## config.mk

```make
export PLATFORM = sky130hd
export DESIGN_NAME = mem_stage_flat
export DESIGN_NICKNAME = d
export VERILOG_FILES = /design/src/rtl/mem_stage_if.sv /design/src/rtl/mem_stage.sv /design/src/flat_wrapper.sv
export SDC_FILE = /design/constraint.sdc
export NUM_CORES = 1
export LEC_CHECK = 0
export ABC_AREA = 0
export BUFFER_PORTS_ARGS = -buffer_cell sky130_fd_sc_hd__buf_2
export CORE_MARGIN = 3
export CORE_UTILIZATION = 50
export DETAILED_ROUTE_END_ITERATION = 8
export GPL_TIMING_DRIVEN = 0
export PLACE_DENSITY = 0.82
export SYNTH_ARGS = -nofsm -noshare
export SYNTH_HDL_FRONTEND = slang
export SYNTH_SLANG_ARGS = --single-unit
```

## constraint.sdc

```tcl
create_clock -name clk -period 12 [get_ports clk]
set_clock_uncertainty 0.1 [all_clocks]
set_input_delay 1.2 -clock clk [delete_from_list [all_inputs] [get_ports clk]]
set_output_delay 1.2 -clock clk [all_outputs]
set_load 0.005 [all_outputs]
```

## src/rtl/mem_stage_if.sv

```systemverilog
// Data-memory request/acknowledge bus between the memory stage and data memory.
// The stage is the master; the memory (or a model of it) is the slave.
interface mem_stage_if;

    logic        dmem_req;
    logic        dmem_we;
    logic [31:0] dmem_addr;
    logic [31:0] dmem_wdata;
    logic        dmem_ack;
    logic [31:0] dmem_rdata;

    modport master (
        output dmem_req,
        output dmem_we,
        output dmem_addr,
        output dmem_wdata,
        input  dmem_ack,
        input  dmem_rdata
    );

    modport slave (
        input  dmem_req,
        input  dmem_we,
        input  dmem_addr,
        input  dmem_wdata,
        output dmem_ack,
        output dmem_rdata
    );

endinterface

```

## src/rtl/mem_stage.sv

```systemverilog
// Memory stage: EX/MEM register, data-memory req/ack FSM and MEM/WB register.
// Upstream stages are frozen while a load or store is outstanding in M.
module mem_stage #(
    parameter int TIMEOUT = 16,
    parameter int CNT_W   = 5
) (
    input  logic        clk,
    input  logic        reset,
    input  logic        flush,
    input  logic        pcsrc_e,
    input  logic        regwrite_e,
    input  logic        memtoreg_e,
    input  logic        memwrite_e,
    input  logic [31:0] aluresult_e,
    input  logic [31:0] writedata_e,
    input  logic [3:0]  writeaddr_e,
    mem_stage_if.master dmem,
    output logic        dmem_err,
    output logic        stall_mem,
    output logic [31:0] aluresult_m,
    output logic        regwrite_m,
    output logic [3:0]  writeaddr_m,
    output logic        pcsrc_w,
    output logic        regwrite_w,
    output logic        memtoreg_w,
    output logic [31:0] aluout_w,
    output logic [31:0] readdata_w,
    output logic [3:0]  writeaddr_w
);

    typedef struct packed {
        logic        pcsrc;
        logic        regwrite;
        logic        memtoreg;
        logic        memwrite;
        logic [31:0] aluresult;
        logic [31:0] writedata;
        logic [3:0]  writeaddr;
    } exmem_t;

    typedef struct packed {
        logic        pcsrc;
        logic        regwrite;
        logic        memtoreg;
        logic [31:0] aluout;
        logic [31:0] readdata;
        logic [3:0]  writeaddr;
    } memwb_t;

    typedef enum logic [1:0] {
        S_IDLE = 2'd0,
        S_WAIT = 2'd1,
        S_DONE = 2'd2
    } state_t;

    exmem_t           w_ex;
    exmem_t           r_m;
    memwb_t           r_w;
    state_t           r_state;
    state_t           w_next;
    logic [CNT_W-1:0] r_cnt;
    logic [31:0]      r_hold;
    logic             r_err;
    logic             w_memop;
    logic             w_stall;
    logic             w_req;
    logic             w_in_wait;
    logic             w_ack;
    logic             w_timeout;

    // A flushed slot keeps its data but can never write or branch.
    always_comb begin
        w_ex           = '0;
        w_ex.pcsrc     = pcsrc_e    & ~flush;
        w_ex.regwrite  = regwrite_e & ~flush;
        w_ex.memtoreg  = memtoreg_e & ~flush;
        w_ex.memwrite  = memwrite_e & ~flush;
        w_ex.aluresult = aluresult_e;
        w_ex.writedata = writedata_e;
        w_ex.writeaddr = writeaddr_e;
    end

    always_ff @(posedge clk or posedge reset) begin
        if (reset) begin
            r_m <= '0;
        end else if (!w_stall) begin
            r_m <= w_ex;
        end
    end

    assign w_memop   = r_m.memtoreg | r_m.memwrite;
    assign w_in_wait = (r_state == S_WAIT);
    assign w_ack     = w_in_wait & dmem.dmem_ack;
    assign w_timeout = w_in_wait & ~dmem.dmem_ack
                     & (r_cnt == CNT_W'(TIMEOUT - 1));

    always_ff @(posedge clk or posedge reset) begin
        if (reset) begin
            r_state <= S_IDLE;
        end else begin
            r_state <= w_next;
        end
    end

    always_comb begin
        w_next = r_state;
        unique case (r_state)
            S_IDLE: begin
                if (w_memop) begin
                    w_next = S_WAIT;
                end
            end
            S_WAIT: begin
                if (w_ack || w_timeout) begin
                    w_next = S_DONE;
                end
            end
            S_DONE: w_next = S_IDLE;
            default: w_next = S_IDLE;
        endcase
    end

    // DONE is the one cycle in which a memory op may leave M.
    always_comb begin
        w_req   = 1'b0;
        w_stall = w_memop;
        unique case (r_state)
            S_IDLE: w_req = w_memop;
            S_WAIT: w_req = 1'b1;
            S_DONE: w_stall = 1'b0;
            default: begin
                w_req   = 1'b0;
                w_stall = 1'b0;
            end
        endcase
    end

    always_ff @(posedge clk or posedge reset) begin
        if (reset) begin
            r_cnt <= '0;
        end else if (w_in_wait) begin
            r_cnt <= r_cnt + CNT_W'(1);
        end else begin
            r_cnt <= '0;
        end
    end

    always_ff @(posedge clk or posedge reset) begin
        if (reset) begin
            r_hold <= '0;
        end else if (w_ack) begin
            r_hold <= dmem.dmem_rdata;
        end else if (w_timeout) begin
            r_hold <= '0;
        end
    end

    always_ff @(posedge clk or posedge reset) begin
        if (reset) begin
            r_err <= 1'b0;
        end else if (w_timeout) begin
            r_err <= 1'b1;
        end
    end

    // While stalled, writeback sees a bubble so the op retires only once.
    always_ff @(posedge clk or posedge reset) begin
        if (reset) begin
            r_w <= '0;
        end else begin
            r_w.pcsrc     <= r_m.pcsrc    & ~w_stall;
            r_w.regwrite  <= r_m.regwrite & ~w_stall;
            r_w.memtoreg  <= r_m.memtoreg & ~w_stall;
            r_w.aluout    <= r_m.aluresult;
            r_w.readdata  <= r_hold;
            r_w.writeaddr <= r_m.writeaddr;
        end
    end

    assign dmem.dmem_req   = w_req;
    assign dmem.dmem_we    = r_m.memwrite;
    assign dmem.dmem_addr  = r_m.aluresult;
    assign dmem.dmem_wdata = r_m.writedata;

    assign dmem_err    = r_err;
    assign stall_mem   = w_stall;
    assign aluresult_m = r_m.aluresult;
    assign regwrite_m  = r_m.regwrite;
    assign writeaddr_m = r_m.writeaddr;
    assign pcsrc_w     = r_w.pcsrc;
    assign regwrite_w  = r_w.regwrite;
    assign memtoreg_w  = r_w.memtoreg;
    assign aluout_w    = r_w.aluout;
    assign readdata_w  = r_w.readdata;
    assign writeaddr_w = r_w.writeaddr;

endmodule

```

## src/flat_wrapper.sv

```systemverilog
// flat-port wrapper written by rule: the top's interface ports become plain ports
module mem_stage_flat 
#(
    parameter int TIMEOUT = 16,
    parameter int CNT_W   = 5
)
  (clk, reset, flush, pcsrc_e, regwrite_e, memtoreg_e, memwrite_e, aluresult_e, writedata_e, writeaddr_e, dmem_err, stall_mem, aluresult_m, regwrite_m, writeaddr_m, pcsrc_w, regwrite_w, memtoreg_w, aluout_w, readdata_w, writeaddr_w, dmem_dmem_req, dmem_dmem_we, dmem_dmem_addr, dmem_dmem_wdata, dmem_dmem_ack, dmem_dmem_rdata);
  mem_stage_if dmem_i ();
  input  logic clk;
  input  logic reset;
  input  logic flush;
  input  logic pcsrc_e;
  input  logic regwrite_e;
  input  logic memtoreg_e;
  input  logic memwrite_e;
  input  logic [31:0] aluresult_e;
  input  logic [31:0] writedata_e;
  input  logic [3:0] writeaddr_e;
  output logic dmem_err;
  output logic stall_mem;
  output logic [31:0] aluresult_m;
  output logic regwrite_m;
  output logic [3:0] writeaddr_m;
  output logic pcsrc_w;
  output logic regwrite_w;
  output logic memtoreg_w;
  output logic [31:0] aluout_w;
  output logic [31:0] readdata_w;
  output logic [3:0] writeaddr_w;
  output wire logic [$bits(dmem_i.dmem_req)-1:0] dmem_dmem_req;
  output wire logic [$bits(dmem_i.dmem_we)-1:0] dmem_dmem_we;
  output wire logic [$bits(dmem_i.dmem_addr)-1:0] dmem_dmem_addr;
  output wire logic [$bits(dmem_i.dmem_wdata)-1:0] dmem_dmem_wdata;
  input wire logic [$bits(dmem_i.dmem_ack)-1:0] dmem_dmem_ack;
  input wire logic [$bits(dmem_i.dmem_rdata)-1:0] dmem_dmem_rdata;
  assign dmem_dmem_req = dmem_i.dmem_req;
  assign dmem_dmem_we = dmem_i.dmem_we;
  assign dmem_dmem_addr = dmem_i.dmem_addr;
  assign dmem_dmem_wdata = dmem_i.dmem_wdata;
  assign dmem_i.dmem_ack = dmem_dmem_ack;
  assign dmem_i.dmem_rdata = dmem_dmem_rdata;
  mem_stage #(.TIMEOUT(TIMEOUT), .CNT_W(CNT_W)) u_core (.clk(clk), .reset(reset), .flush(flush), .pcsrc_e(pcsrc_e), .regwrite_e(regwrite_e), .memtoreg_e(memtoreg_e), .memwrite_e(memwrite_e), .aluresult_e(aluresult_e), .writedata_e(writedata_e), .writeaddr_e(writeaddr_e), .dmem(dmem_i), .dmem_err(dmem_err), .stall_mem(stall_mem), .aluresult_m(aluresult_m), .regwrite_m(regwrite_m), .writeaddr_m(writeaddr_m), .pcsrc_w(pcsrc_w), .regwrite_w(regwrite_w), .memtoreg_w(memtoreg_w), .aluout_w(aluout_w), .readdata_w(readdata_w), .writeaddr_w(writeaddr_w));
endmodule
```

Yosys cells after proc, flatten, opt, wreduce, memory -nomap -nowiden
Index checks and enable logic that the tools add are counted.
{ "totals": {"ff_bits": 183, "output_inout_bits": 176} }
{ "classes": {"n_addsub": 1, "eq_ne": 4, "mux": 8, "bitwise_logic": 14, "reduce_logical": 5} }
{ "op_table": {"columns": ["cell", "n"], "rows": [
  ["2-to-1 mux 32 bit", 2],
  ["AND 1 bit", 10],
  ["adder 5 x 1 -> 5 bit (second input constant)", 1],
  ["equality test 5 x 4 -> 1 bit (second input constant)", 1],
  ["2-to-1 mux 5 bit", 1],
  ["2-to-1 mux 2 bit", 2],
  ["one-hot mux 2 bit (2 select lines)", 1],
  ["NOT 1 bit", 3],
  ["equality test 2 x 1 -> 1 bit (second input constant)", 1],
  ["logical NOT 2 bit", 1],
  ["!= test 2 x 1 -> 1 bit (second input constant)", 1],
  ["!= test 2 bit (second input constant)", 1],
  ["one-hot mux 1 bit (2 select lines)", 1],
  ["AND reduction 2 bit", 1],
  ["nonzero test 2 bit", 1],
  ["OR reduction 2 bit", 1],
  ["logical OR 1 bit", 1],
  ["2-to-1 mux 1 bit", 1],
  ["OR 1 bit", 1]
]} }

Logic depth before layout (Yosys ltp)
Gate-level depths: netlist of run 1.
{ "depth": {"ltp_word": 6, "mapped_depth": 6} }

Worst setup path after synthesis of run 1
OpenSTA, ideal clock, no wires.
{ "synth_path": {"path_type": "register -> output", "start": "reg u_core.r_m, in the netlist u_core.dmem.dmem_we", "end": "out stall_mem", "arrival_time_ns": 0.975, "required_ns": 10.700, "setup_slack_ns": 9.725, "stages_incl_launch_ff": 5, "n_path_buf": 2, "path_cell_list": "dfrtp_1 o21bai_1 buf_6 buf_6 inv_1"} }
{ "synth_between": {"elab_chain_cells": 2} }
{ "synth_rtl": {"columns": ["item", "line_no", "text"], "rows": [
  ["from (decl)", "mem_stage.sv:57", "exmem_t r_m;"],
  ["from (signal assigned)", "mem_stage.sv:87", "r_m <= w_ex;"],
  ["OR 1 bit", "mem_stage.sv:91", "assign w_memop = r_m.memtoreg | r_m.memwrite;"],
  ["2-to-1 mux 1 bit", "mem_stage.sv:127", "unique case (r_state)"],
  ["to (decl)", "flat_wrapper.sv:20", "output logic stall_mem;"]
]} }
No other way between the ends.

Worst setup path after layout of run 1
Same ends and word-level chain as after synthesis.

==> metrics, run 1 <==
cell row count 42; Post-Route WL 15.4 mm; HP Class flop to flop; number of library cell types mapped by synthesis 27; All-Layer GR Usage 20.6%; Initial DRC Count 207; RSZ-0062 raised after global routing no; CP Buf/Inv Count 4; clock-pin slew on the worst setup and hold paths 60 ps; ys flop type dfrtp_1; placed insts 898; crit path time final 2930 ps; first-pass GRT wire length 24.9 mm; EDFF count, synth 0; Crit Path Category flop to output pin; Antenna Cells 0; Final period util 24.5%; core area 13500 um^2; Max-Slew Margin vs Limit 62.3%; gr ovfl total 0; maximum buffer depth of the clock tree 2; vias in the first global route 4712; leading area contributor after synthesis dfrtp_1; max-slew violations 0; peak supply drop 0.166 mV; synthesis-stage register bit count 183; Cell Area, Synth 7010 um^2; setup bufs post-CTS 0; largest net degree at the start of global routing 103; Internal 0.00201 W; Commonest cells post-synth 183 x dfrtp_1, 102 x buf_4, 65 x mux2_4, 32 x a22o_1; most frequent CP cell buf_6; PD cells 303 nW/um^2; clock sinks 183; crit-path max FO 10; Port Buffer Count 283; Post-CTS Resized 0; Synthesized Nets 548; CTS Buf Count 17; layout cells sized above 1 66.2%; initial antenna violation count 1; CP peak stage delay 410 ps; Wirelength per Cell 16.6 um; Async S/R FF share, synth 100%; Hold Fails Final Rpt 0; CP Launch Type flop; sequential cell area 4580 um^2; DRC violations left 0; Worst-Skew Late Latency 420 ps; max-cap violations 0; Final Non-Filler Cells 930; Syn Area/Cell 16.0 um^2; CTS tree yes; Yosys Warn Count 0; Synth top area share 65.4%; Die Width 124 um; initial core utilization 52.1%; Antenna Violating Nets Remaining 0; Hold Buf Count CTS 0; DP Wirelength 11.4 mm; setup violators final 0; Worst Hold Slack 269 ps; nets 851; top-count cell post-synth dfrtp_1; Combinational Power Share 40.8%; Max Freq 0.341 GHz; Clk pwr share 20.6%; sequential power share 38.6%; status finished, final reports clean; Crit-path slowest cell dfrtp_1; synth-to-layout area growth 32.7%; family with the most delay on the worst path buffers and inverters; Leakage 4.99 nW; # fillers 916; H-tree levels 4; die area 15500 um^2; CP cell instances o21bai_1 -> buf_6 -> buf_6 -> inv_1 -> buf_2; via/cell ratio 4.71; dominant cells by area after synthesis dfrtp_1 65%, mux2_4 14%, buf_4 11%; arrival time of the worst setup path 1630 ps; sw power 0.000811 W; Critical Path End Type output pin; Die H 124 um; Synth Instances 438; Final GP Congestion 0.879; Switching Share 28.8%; vias 4379; Data required, critical path 10700 ps; Slew @ Worst Pin 566 ps; drt pass-1 iters 4; Root Driver clkbuf_16; I/O Pins 284; setup TNS 0 ps; area of the multi-input gates 1500 um^2; register area share after synthesis 65.4%
==> power by group through the flow <==
stage	combinational (W)	clock, W	sequential (W)
2_1_floorplan	0.000739	0	0.00107
3_3_place_gp	0.00113	0	0.00108
3_5_place_dp	0.00116	0	0.00110
4_1_cts	0.00117	0.000592	0.00109
5_1_grt	0.00123	0.000622	0.00113
6_report	0.00115	0.000580	0.00109
==> path summary, 6_finish.rpt <==
kind,startpoint,to,slack (ps),depth (start not counted)
min in group asynchronous,reset,u_core.aluresult_m[25],730,2
max in group asynchronous,reset,u_core.r_cnt[0],10220,3
min reg2reg,u_core.r_hold[16],u_core.readdata_w[16],270,0
max,u_core.dmem.dmem_we,stall_mem,9070,5
max reg2reg,u_core.r_cnt[0],u_core.r_hold[24],9870,6
min,u_core.r_hold[16],u_core.readdata_w[16],270,0
==> routing by layer <==
metal  vias to the layer above  part of all wire [%]  GRT usage, %
li1                       1984                     -             -
met1                      2154                    38          23.5
met2                       199                    51          34.9
met3                        40                   7.9          7.63
met4                         2                   3.0          8.51
met5                         -                 0.065             0
==> cell type report <==
cell class,count,share of cell area [%]
multi-input cells,134,16.2
well taps,176,2.37
inverters,7,0.363
clock buffers,20,4.80
flip-flops and latches,183,49.3
repair buffers,284,15.5
clock inverters,12,1.87
plain buffers,114,9.65
==> through the flow <==
stage / util [%] / area [um^2] / setup WS [ps] / total power [W]
4_1_cts: 69.1 / 9300 / 9020 / 0.00285
6_report: 69.1 / 9300 / 9070 / 0.00282
2_1_floorplan: - / 7010 / 5730 / 0.00181
3_5_place_dp: 64.5 / 8680 / 9500 / 0.00226
3_3_place_gp: 64.2 / 8640 / 4210 / 0.00221
5_1_grt: 69.1 / 9300 / 8940 / 0.00298
==> cell usage in the layout (no fill, tap or decap), drive strengths merged <==
master	netlist	routed
buf	113	397
dfrtp	183	183
mux2	68	68
a22o	32	32
clkbuf	1	21
nor2	8	8
inv	7	8
nand3b	4	4
bufinv	0	4
clkinvlp	0	4
o21ai	4	4
nand2b	3	3
and2	3	3
clkinv	0	3
nand2	2	2
ha	2	2
nor2b	1	1
o21bai	1	1
nand3	1	1
xor2	1	1
xnor2	1	1
nor3	1	1
and3	1	1
a31o	1	1
==> logic make-up after synthesis <==
group	share of synthesized area, %
multiplexers	14.4
buffers and inverters	13.2
flip-flops	65.4
XOR/XNOR	0.250
AND/OR/NAND/NOR	1.86
AO/OA/AOI/OAI	4.57
adder cells (fa/ha/maj)	0.357
==> flip-flops by register name, summed over array words and instances, names as in the netlist <==
signal and flops:
u_core.regwrite_w 1, u_core.aluout_w 32, u_core.aluresult_m 32, u_core.r_cnt 5, u_core.writeaddr_m 4, u_core.r_m 2
u_core.dmem_err 1, u_core.regwrite_m 1, u_core.readdata_w 32, u_core.r_state 2, u_core.pcsrc_w 1, u_core.dmem.dmem_wdata 32
u_core.dmem.dmem_we 1, u_core.r_hold 32, u_core.writeaddr_w 4, u_core.memtoreg_w 1
Note: power is estimated with default switching activity, not from simulation.
==> run 2: changes to the inputs <==
- CORE_UTILIZATION: 50 -> 43
- PLACE_DENSITY: 0.82 -> 0.75
- clock period: 12 -> 2.7 ns (I/O delays scaled with it)
==> metrics, run 2 (synthesis gave the netlist of run 1 again) <==
Worst Hold Slack 38.9 ps (was 269 ps); Worst-Skew Late Latency 410 ps (was 420 ps); crit-path max FO 10 (unchanged); Final Power 0.0124 W (was 0.00282 W); final core utilization 65.3% (was 69.1%); Die Width 134 um (was 124 um); met1 GRT Util 23.5% (about the same); setup slack after layout 618 ps (was 9070 ps); maximum buffer depth of the clock tree 2 (unchanged); RSZ-0062 raised after global routing no (unchanged); area of the multi-input gates 1500 um^2 (unchanged); arrival time of the worst setup path 2330 ps (was 1630 ps); H-tree levels 4 (unchanged); CP cell instances ha_1 -> and3_1 -> ha_1 -> o21ai_2 -> clkbuf_1 -> a22o_1 (was o21bai_1 -> buf_6 -> buf_6 -> inv_1 -> buf_2); sequential power share 38.9% (was 38.6%); HP Class primary input to flop (was flop to flop); largest net degree at the start of global routing 40 (was 103); max-slew violations 0 (unchanged); worst hold start flush (was u_core.r_hold[16]); peak supply drop 0.586 mV (was 0.166 mV); CP Launch Type flop (unchanged); RR Startpoint u_core.r_cnt[0] (unchanged); Hold Path Cell Cnt 3 (was 0); Root Driver clkbuf_16 (unchanged); Max Freq 0.480 GHz; sequential cell area 4580 um^2 (unchanged); hold endpoint u_core.dmem.dmem_we (was u_core.readdata_w[16]); sw power 0.00367 W (was 0.000811 W); first-pass GRT wire length 27.6 mm (was 24.9 mm); Critical Path End Type flop (was output pin); All-Layer GR Usage 19.6% (was 20.6%); DP Wirelength 11.3 mm (was 11.4 mm); Combinational Power Share 42.4% (was 40.8%); Initial DRC Count 124 (was 207); I/O Pins 284 (unchanged); Crit Path Category flop to flop (was flop to output pin); synth-to-layout area growth 48.6% (was 32.7%); Critical R2R Capture u_core.r_hold[24] (unchanged); # fillers 1135 (was 916); initial core utilization 43.9% (was 52.1%); Hold Buf Count CTS 105 (was 0); clock-pin slew on the worst setup and hold paths 70 ps (was 60 ps); Reg2Reg Depth 6 (unchanged); Post-Route WL 17.0 mm (was 15.4 mm); CTS Buf Count 17 (unchanged); Switching Share 29.5% (was 28.8%); Most Crowded Layer GR met2 (unchanged); Internal 0.00877 W (was 0.00201 W); CTS tree yes (unchanged); initial antenna violation count 0 (was 1); R2R Setup Slk 620 ps (was 9870 ps); Hold Fails Final Rpt 0 (unchanged); Antenna Cells 0 (unchanged); Crit-path slowest cell clkbuf_1 (was dfrtp_1); Wirelength per Cell 15.7 um (was 16.6 um); Die H 134 um (was 124 um); drt pass-1 iters 4 (unchanged); gr ovfl total 0 (unchanged); Max-Slew Margin vs Limit 67.3% (was 62.3%); Antenna Violating Nets Remaining 0 (unchanged); Port Buffer Count 283 (unchanged); Post-CTS Resized 0 (unchanged); vias 4739 (was 4379); setup violators final 0 (unchanged); vias in the first global route 5210 (was 4712); most frequent CP cell ha_1 (was buf_6); Data required, critical path 2950 ps (was 10700 ps); post-placement setup slack 606 ps (was 9500 ps); CP peak stage delay 410 ps (about the same); status finished, final reports clean (unchanged); met3 track demand over resource 5.74% (was 7.63%); crit path time final 2080 ps; Slew @ Worst Pin 489 ps (was 566 ps); max-cap violations 0 (unchanged); Leakage 5.44 nW (was 4.99 nW); via/cell ratio 4.39 (was 4.71); GRT met2 Usage 34.2% (was 34.9%); core area 15900 um^2 (was 13500 um^2); layout cells sized above 1 58.3% (was 66.2%); PD cells 1200 nW/um^2 (was 303 nW/um^2); commonest cells after routing, fill and taps aside 286 x buf_2, 183 x dfrtp_1, 105 x dlygate4sd3_1 (was 286 x buf_2, 183 x dfrtp_1, 102 x buf_4); die area 17900 um^2 (was 15500 um^2); Clk pwr share 18.7% (was 20.6%); clock sinks 183 (unchanged); nets 960 (was 851); setup bufs post-CTS 0 (unchanged); Final GP Congestion 0.733 (was 0.879); DRC violations left 0 (unchanged); Final period util 77.1%; most common cell after layout, fill and taps aside buf_2 (unchanged); cell row count 46 (was 42)
==> run 2: cell count changes in the layout (fill, tap and decap cells not counted) <==
cell	delta
buf_12	+5
buf_16	-1
bufinv_16	-3
clkbuf_8	+1
clkinv_2	+1
clkinv_4	+3
clkinvlp_4	-1
dlygate4sd3_1	+105
inv_8	-1
==> run 2: worst max-delay path, delay by kind of cell (launching register included) <==
kind / cells / cell delay [ps]
buffers and inverters: 1 / 410
and+or+nand+nor: 1 / 190
AOI/OAI and AO/OA: 2 / 490
adders and majority gates: 2 / 440
DFF: 1 / 400
==> run 2: how the worst max path moves through the flow <==
stage,startpoint,endpoint,slack [ps],cells past startpoint
after floorplan,reset,u_core.aluout_w[0],-20,1
after global placement,reset,u_core.r_hold[26],-1090,2
after detailed placement,u_core.r_cnt[0],u_core.r_hold[26],610,6
after CTS,u_core.r_cnt[0],u_core.r_hold[23],600,6
after global routing,u_core.r_cnt[0],u_core.r_hold[24],440,6
final,u_core.r_cnt[0],u_core.r_hold[24],620,6
==> run 2: through the flow <==
stage	TNS [ps]	instance area (um^2)	instances
4_1_cts	0	10400	1079
6_report	0	10400	1079
5_1_grt	0	10400	1079
2_1_floorplan	-3760	7010	438
3_5_place_dp	0	8800	942
3_3_place_gp	-197790	8700	937
==> run 2: layout make-up <==
class	count	area share, %
repair buffers	393	24.7
clock buffers	21	4.42
flip-flops and latches	183	44.0
inverters	7	0.289
multi-input cells	134	14.4
clock inverters	11	0.962
well taps	216	2.60
plain buffers	114	8.62
==> run 2: metal layers <==
layer	vias up	routed length (um)
met2	175	8780
met4	0	316
met5	-	0
li1	2204	-
met1	2333	6830
met3	27	1070
==> run 2: power by group through the flow <==
stage,combinational [W],sequential (W),clock (W)
3_5_place_dp,0.00515,0.00484,0
2_1_floorplan,0.00328,0.00474,0
5_1_grt,0.00568,0.00501,0.00252
4_1_cts,0.00529,0.00482,0.00241
3_3_place_gp,0.00504,0.00480,0
6_report,0.00527,0.00484,0.00233
